===== config.mk =====
export PLATFORM = sky130hd
export DESIGN_NAME = exe_hazard_forward_ctrl
export DESIGN_NICKNAME = d
export VERILOG_FILES = /design/src/rtl/exe_hazard_forward_ctrl.sv
export SDC_FILE = /design/constraint.sdc
export NUM_CORES = 1
export LEC_CHECK = 0
export CORE_UTILIZATION = 25
export DETAILED_ROUTE_END_ITERATION = 8
export GPL_TIMING_DRIVEN = 0
export HOLD_SLACK_MARGIN = 0.15
export PLACE_DENSITY = 0.45
export SYNTH_ARGS = -nofsm -noshare
export SYNTH_HDL_FRONTEND = slang
export SYNTH_SLANG_ARGS = --single-unit

===== constraint.sdc =====
create_clock -name clk -period 2.9 [get_ports clk]
set_input_delay 0.725 -clock clk [delete_from_list [all_inputs] [get_ports clk]]
set_output_delay 0.725 -clock clk [all_outputs]
set_load 0.01 [all_outputs]

===== src/rtl/exe_hazard_forward_ctrl.sv =====
// Execute-stage sequencing controller: shadow EXE/MEM/WB slots, operand forwarding
// selects, load-use / RAW stall detection and the multi-cycle memory freeze.
module exe_hazard_forward_ctrl #(
    parameter int MEM_LATENCY = 3,
    parameter int CNT_WIDTH   = 16
) (
    input  logic                 clk,
    input  logic                 rst,
    input  logic                 fwd_en,
    input  logic                 flush,
    input  logic                 id_valid,
    input  logic [3:0]           id_src1,
    input  logic [3:0]           id_src2,
    input  logic                 id_use_src1,
    input  logic                 id_use_src2,
    input  logic [3:0]           id_dest,
    input  logic                 id_wb_en,
    input  logic                 id_mem_r_en,
    input  logic                 id_mem_w_en,
    output logic [1:0]           Forwarding_Sel1,
    output logic [1:0]           Forwarding_Sel2,
    output logic                 hazard_stall,
    output logic                 freeze,
    output logic [CNT_WIDTH-1:0] stall_count
);

    typedef struct packed {
        logic       valid;
        logic [3:0] src1;
        logic [3:0] src2;
        logic       use1;
        logic       use2;
        logic [3:0] dest;
        logic       wb_en;
        logic       mem_r;
        logic       mem_w;
    } slot_t;

    typedef enum logic [1:0] {S_IDLE, S_WAIT, S_RELEASE} state_t;

    // cnt_q holds the number of WAIT cycles still to come after the current one.
    localparam int CW = (MEM_LATENCY > 3) ? $clog2(MEM_LATENCY - 2) : 1;
    localparam logic [CW-1:0] CNT_LOAD = CW'((MEM_LATENCY > 3) ? (MEM_LATENCY - 3) : 0);

    slot_t                exe_q, mem_q, wb_q, exe_d;
    state_t               state_q, state_d;
    logic [CW-1:0]        cnt_q, cnt_d;
    logic [CNT_WIDTH-1:0] stall_count_q;
    logic                 mem_op, hit_exe, hit_mem, raw_fwd, raw_nofwd;
    logic [1:0][3:0]      op_src;
    logic [1:0]           op_use;
    logic [1:0][1:0]      op_sel;
    logic                 unused_slot_bits;

    assign mem_op = mem_q.valid && (mem_q.mem_r || mem_q.mem_w);

    // Forwarding selects; MEM is tried before WB and never forwards a load.
    assign op_src = {exe_q.src2, exe_q.src1};
    assign op_use = {exe_q.use2, exe_q.use1};

    genvar gi;
    generate
        for (gi = 0; gi < 2; gi++) begin : g_fwd
            logic [1:0] sel;
            always_comb begin
                sel = 2'b00;
                if (fwd_en && op_use[gi]) begin
                    if (mem_q.valid && mem_q.wb_en && !mem_q.mem_r && mem_q.dest == op_src[gi])
                        sel = 2'b01;
                    else if (wb_q.valid && wb_q.wb_en && wb_q.dest == op_src[gi])
                        sel = 2'b10;
                end
            end
            assign op_sel[gi] = sel;
        end
    endgenerate

    assign Forwarding_Sel1 = op_sel[0];
    assign Forwarding_Sel2 = op_sel[1];

    assign hit_exe = (id_use_src1 && id_src1 == exe_q.dest) || (id_use_src2 && id_src2 == exe_q.dest);
    assign hit_mem = (id_use_src1 && id_src1 == mem_q.dest) || (id_use_src2 && id_src2 == mem_q.dest);
    assign raw_fwd   = id_valid && exe_q.valid && exe_q.mem_r && hit_exe;
    assign raw_nofwd = id_valid && ((exe_q.valid && exe_q.wb_en && hit_exe) ||
                                    (mem_q.valid && mem_q.wb_en && hit_mem));
    assign hazard_stall = (fwd_en ? raw_fwd : raw_nofwd) && !freeze && !flush;

    always_comb begin
        exe_d = '0;
        if (id_valid && !hazard_stall && !flush) begin
            exe_d.valid = 1'b1;
            exe_d.src1  = id_src1;
            exe_d.src2  = id_src2;
            exe_d.use1  = id_use_src1;
            exe_d.use2  = id_use_src2;
            exe_d.dest  = id_dest;
            exe_d.wb_en = id_wb_en;
            exe_d.mem_r = id_mem_r_en;
            exe_d.mem_w = id_mem_w_en;
        end
    end

    always_ff @(posedge clk) begin
        if (rst) begin
            exe_q <= '0;
            mem_q <= '0;
            wb_q  <= '0;
        end else if (!freeze) begin
            wb_q  <= mem_q;
            mem_q <= exe_q;
            exe_q <= exe_d;
        end
    end

    always_ff @(posedge clk) begin
        if (rst) begin
            state_q <= S_IDLE;
            cnt_q   <= '0;
        end else begin
            state_q <= state_d;
            cnt_q   <= cnt_d;
        end
    end

    always_comb begin
        state_d = state_q;
        cnt_d   = cnt_q;
        case (state_q)
            S_IDLE: begin
                if (mem_op && MEM_LATENCY > 1) begin
                    if (MEM_LATENCY == 2) begin
                        state_d = S_RELEASE;
                    end else begin
                        state_d = S_WAIT;
                        cnt_d   = CNT_LOAD;
                    end
                end
            end
            S_WAIT: begin
                if (cnt_q == '0) state_d = S_RELEASE;
                else             cnt_d   = cnt_q - CW'(1);
            end
            S_RELEASE: state_d = S_IDLE;
            default:   state_d = S_IDLE;
        endcase
    end

    always_comb begin
        freeze = 1'b0;
        case (state_q)
            S_IDLE:  freeze = mem_op && (MEM_LATENCY > 1);
            S_WAIT:  freeze = 1'b1;
            default: freeze = 1'b0;
        endcase
    end

    always_ff @(posedge clk) begin
        if (rst)
            stall_count_q <= '0;
        else if ((hazard_stall || freeze) && stall_count_q != '1)
            stall_count_q <= stall_count_q + CNT_WIDTH'(1);
    end

    assign stall_count = stall_count_q;

    // Slot fields carried for completeness but not consumed downstream of their stage.
    assign unused_slot_bits = ^{exe_q.mem_w, mem_q.src1, mem_q.src2, mem_q.use1, mem_q.use2,
                                wb_q.src1, wb_q.src2, wb_q.use1, wb_q.use2, wb_q.mem_r, wb_q.mem_w};

endmodule

==> impl_metrics.csv <==
group,metric,value,unit
outcome,result_of_the_run,"completed",
detailed_routing,drc_errors,0,
worst_setup_path,critical_path.slowest_cell,"nor4_4",
synthesis,post_synthesis_register_bit_count,50,
detailed_routing,drtPass1Iterations,4,
worst_setup_path,worstPathRequired,2.17,ns
worst_setup_path,max_stage_delay,0.38,ns
detailed_routing,via_count,2455,
global_routing,grt_first_pass_wirelength,13.3,mm
detailed_routing,drt_iter0_markers,87,
hold_path,hold_depth,1,
power_and_ir_drop,clock_power_share,0.429,
final_layout,nets,381,
global_routing,antenna_violations_before_repair,0,
final_layout,n_fill_cell,1064,
worst_setup_path,crit_cells,6,
worst_setup_path,arrival,2.04,ns
worst_setup_path,worstPathMaxFanout,5,
timing,setup-tns-final,0,ns
timing,worst_hold_slack,0.446,ns
synthesis,synth_fp_nets,328,
synthesis,edff_count_synth,0,
hold_path,hold_path_end,"state_q[0]",
power_and_ir_drop,p_per_area,425,nW/um2
clock_network,cts_max_level,2,
detailed_routing,ant_nets,0,
synthesis,yosys_warnings,0,
synthesis,synth_ff_type,"dfxtp_1",
floorplanning,start_util,0.262,
hold_path,hold_path_startpoint,"state_q[1]",
worst_setup_path,timing.setup.critical_path_class,"in -> out",
place,dpl.hpwl,5.88,mm
clock_network,cts_tree,"built",
clock_network,total_cts_buffers,5,
timing,period_minus_slack,2.76,ns
clock_network,post_cts_hold_buffer_count,0,
synthesis,postSynthAreaPerCell,8.55,um2
synthesis,synth-seq-area-share,0.384,
clock_network,clk_root_buffer_cell,"clkbuf_8",
timing,worst_slew_pin_slew,0.743,ns
power_and_ir_drop,netSwitchingPower,0.000329,W
power_and_ir_drop,netSwitchingFraction,0.228,
power_and_ir_drop,share_comb_of_total_power,0.081,
synthesis,netlist_area,2610,um2
job,timing.max_cap.violations,0,
detailed_routing,vias_per_cell,4.99,
worst_setup_path,timing.critical_path.from_type,"primary input",
timing,clock_skew,0.0161,ns
power_and_ir_drop,power.total,0.00144,W
worst_setup_path,cell_by_cell_trace_of_the_critical_path,"dlygate4sd2_1, xor2_1, nor4_4, nor3_4, nor3_1, buf_2",
hold_path,min_path_type,"reg -> reg",
worst_setup_path,critPathBufInv,2,
clock_network,count_of_clock_tree_sinks,50,
power_and_ir_drop,seq_power_share,0.489,
power_and_ir_drop,power_internal,0.00112,W
power_and_ir_drop,worst_ir_drop_vdd,0.185,mV
clock_network,path_clk_slew,0.08,ns
floorplanning,area_of_the_die,10800,um2
worst_setup_path,regToRegEndpoint,"exe_q[11]",
place,gp_congestion,0.778,
worst_setup_path,end_kind,"primary output",
final_layout,multiInputGateArea,1530,um2
final_layout,area.sequential,1000,um2
detailed_routing,post_drt_wl_per_cell,16.9,um
floorplanning,die_boundary_height,104,um
timing,unrepaired_setup_endpoints_after_global_routing,"no",
worst_setup_path,worst_path_top_cell_family_by_delay,"simple AND/OR/NAND/NOR gates",
timing,max_freq,362,MHz
global_routing,groute.usage.overall,0.158,
synthesis,postSynth.asyncResetShare,0,
timing,finalCritPeriodShare,0.953,
detailed_routing,drt-total-wl,8.30,mm
timing,setup-violations-final,0,
synthesis,synth.lib_cells_used.distinct,44,
worst_setup_path,worstRegToRegCells,8,
place,place.port_buffers,42,
worst_setup_path,worst_r2r_startpoint,"mem_q[1]",
worst_setup_path,r2r_setup_slack,0.32,ns
power_and_ir_drop,p_leak,1.20,nW
global_routing,globalRoute.totalOverflow,0,
clock_network,insertion_delay,0.32,ns
clock_network,cts.path.max_buffers,2,
timing,drv_slew,0,
floorplanning,core,9950,um2
floorplanning,rows,36,
global_routing,grt_pass1_vias,2414,
synthesis,synth_cells,305,
timing,worst_slew_margin_rel,0.503,
timing,finalHoldViolations,0,
floorplanning,num_io_pins,44,
final_layout,n_antenna_cell,0,
final_layout,layout-area-overhead-vs-synth,30.3,%
final_layout,fraction_of_final_layout_cells_with_drive_strength_greater_than_1,0.131,
global_routing,grt_max_degree,19,
floorplanning,dieWidth,104,um
-- worst max-delay path by stage --
stage,startpoint,to,slack (ns)
after floorplan,fwd_en,hazard_stall,0.11
after global placement,fwd_en,hazard_stall,-1.52
after detailed placement,fwd_en,hazard_stall,-1.57
after CTS,id_src1[1],hazard_stall,-0.09
after global routing,id_src2[1],hazard_stall,0.009
final,id_src1[0],hazard_stall,0.14
-- state kept, by name, indices dropped and copies added (netlist names) --
name         count
stall_count     16
wb_q             6
state_q          2
exe_q           18
mem_q            8
-- layer usage --
| layer | vias up | share of wire | track usage |
|---|---|---|---|
| li1 | 1198 | - | - |
| met1 | 1180 | 0.49 | 0.215 |
| met2 | 68 | 0.45 | 0.251 |
| met3 | 9 | 0.040 | 0.0282 |
| met4 | 0 | 0.018 | 0.0510 |
| met5 | - | 0 | 0 |
-- worst reg2reg max path: cells and delay by family, from the launching register on --
| family | cells | cell delay, ns |
|---|---|---|
| AO/OA/AOI/OAI | 3 | 0.52 |
| buffers and inverters | 3 | 0.94 |
| AND/OR/NAND/NOR | 2 | 0.74 |
| flip-flops | 1 | 0.34 |
-- area by class of cell --
cell class | count | share of cell area
inverter | 6 | 0.00737
clock inverter | 2 | 0.0177
clock buffer | 6 | 0.0243
multi-input combinational | 228 | 0.450
tap | 133 | 0.0490
timing repair buffer | 48 | 0.130
sequential | 50 | 0.295
buffer | 19 | 0.0269
-- metrics by stage --
| step | cell area, um2 | setup slack, ns | utilization | std cells |
|---|---|---|---|---|
| finish | 3400 | 0.137 | 0.341 | 492 |
| global route | 3400 | 0.00878 | 0.341 | 492 |
| CTS | 3390 | -0.0942 | 0.341 | 491 |
| detailed placement | 3190 | -1.57 | 0.321 | 480 |
| global placement | 3190 | -1.52 | 0.321 | 480 |
| floorplan | 2610 | 0.110 | - | 305 |
-- synth_stat cells, types with 2 or more instances --
library cell / number / area (um2)
buf_2: 7 / 35.0
a32oi_1: 17 / 149
mux2_2: 5 / 56.3
nand2_1: 34 / 128
and3_1: 5 / 31.3
inv_1: 5 / 18.8
xnor2_1: 18 / 158
nor2b_1: 6 / 37.5
nor3_2: 2 / 20.0
a2111oi_2: 2 / 30.0
or4_1: 8 / 60.1
o31ai_1: 7 / 52.6
nand4_1: 6 / 37.5
nor3_1: 9 / 45.0
xor2_1: 14 / 123
nor2_1: 33 / 124
dfxtp_1: 50 / 1000
mux2_1: 2 / 22.5
buf_1: 2 / 7.51
nor4_4: 2 / 42.5
or3_1: 2 / 12.5
a211oi_1: 2 / 15.0
nand3_1: 13 / 65.1
nor4_1: 2 / 12.5
a21o_1: 2 / 15.0
clkbuf_1: 10 / 37.5
a21oi_1: 22 / 110
o21ai_0: 2 / 10.0
-- cells in the final DEF (no fill, tap or decap), types with 5 or more instances in the layout --
| master | netlist | final |
|---|---|---|
| mux2_2 | 5 | 5 |
| clkbuf_8 | 0 | 6 |
| nor2_1 | 33 | 33 |
| or4_1 | 8 | 8 |
| clkdlybuf4s50_1 | 0 | 29 |
| a21oi_1 | 22 | 22 |
| nand4_1 | 6 | 6 |
| nand3_1 | 13 | 13 |
| inv_1 | 5 | 5 |
| clkbuf_1 | 10 | 9 |
| xnor2_1 | 18 | 16 |
| dlygate4sd2_1 | 0 | 11 |
| nor3_1 | 9 | 8 |
| xor2_1 | 14 | 13 |
| buf_4 | 1 | 7 |
| nand2_1 | 34 | 34 |
| a32oi_1 | 17 | 17 |
| nor2b_1 | 6 | 6 |
| dfxtp_1 | 50 | 50 |
| o31ai_1 | 7 | 7 |
| and3_1 | 5 | 5 |
| buf_2 | 7 | 9 |
-- logic make-up after synthesis --
family / synth area share
AOI/OAI and AO/OA: 0.166
xor gates and xnor gates: 0.108
adders and majority gates: 0.00480
buffers and inverters: 0.0466
DFF: 0.384
muxes: 0.0302
and+or+nand+nor: 0.261
-- power groups by stage --
stage	combinational [W]	clock, W	sequential, W
final	0.000118	0.000620	0.000707
after global routing	0.000130	0.000665	0.000709
after CTS	0.000119	0.000632	0.000707
after detailed placement	0.000121	0	0.000723
after global placement	0.000120	0	0.000723
after floorplan	0.0000634	0	0.000720
-- timing repair --
item / CTS / global route
setup buffers: 4 / 2
gates resized for setup: 30 / 1
pin swaps: 7 / 5
endpoints found under the setup margin: 15 / 2
(Power assumes the default switching activity.)
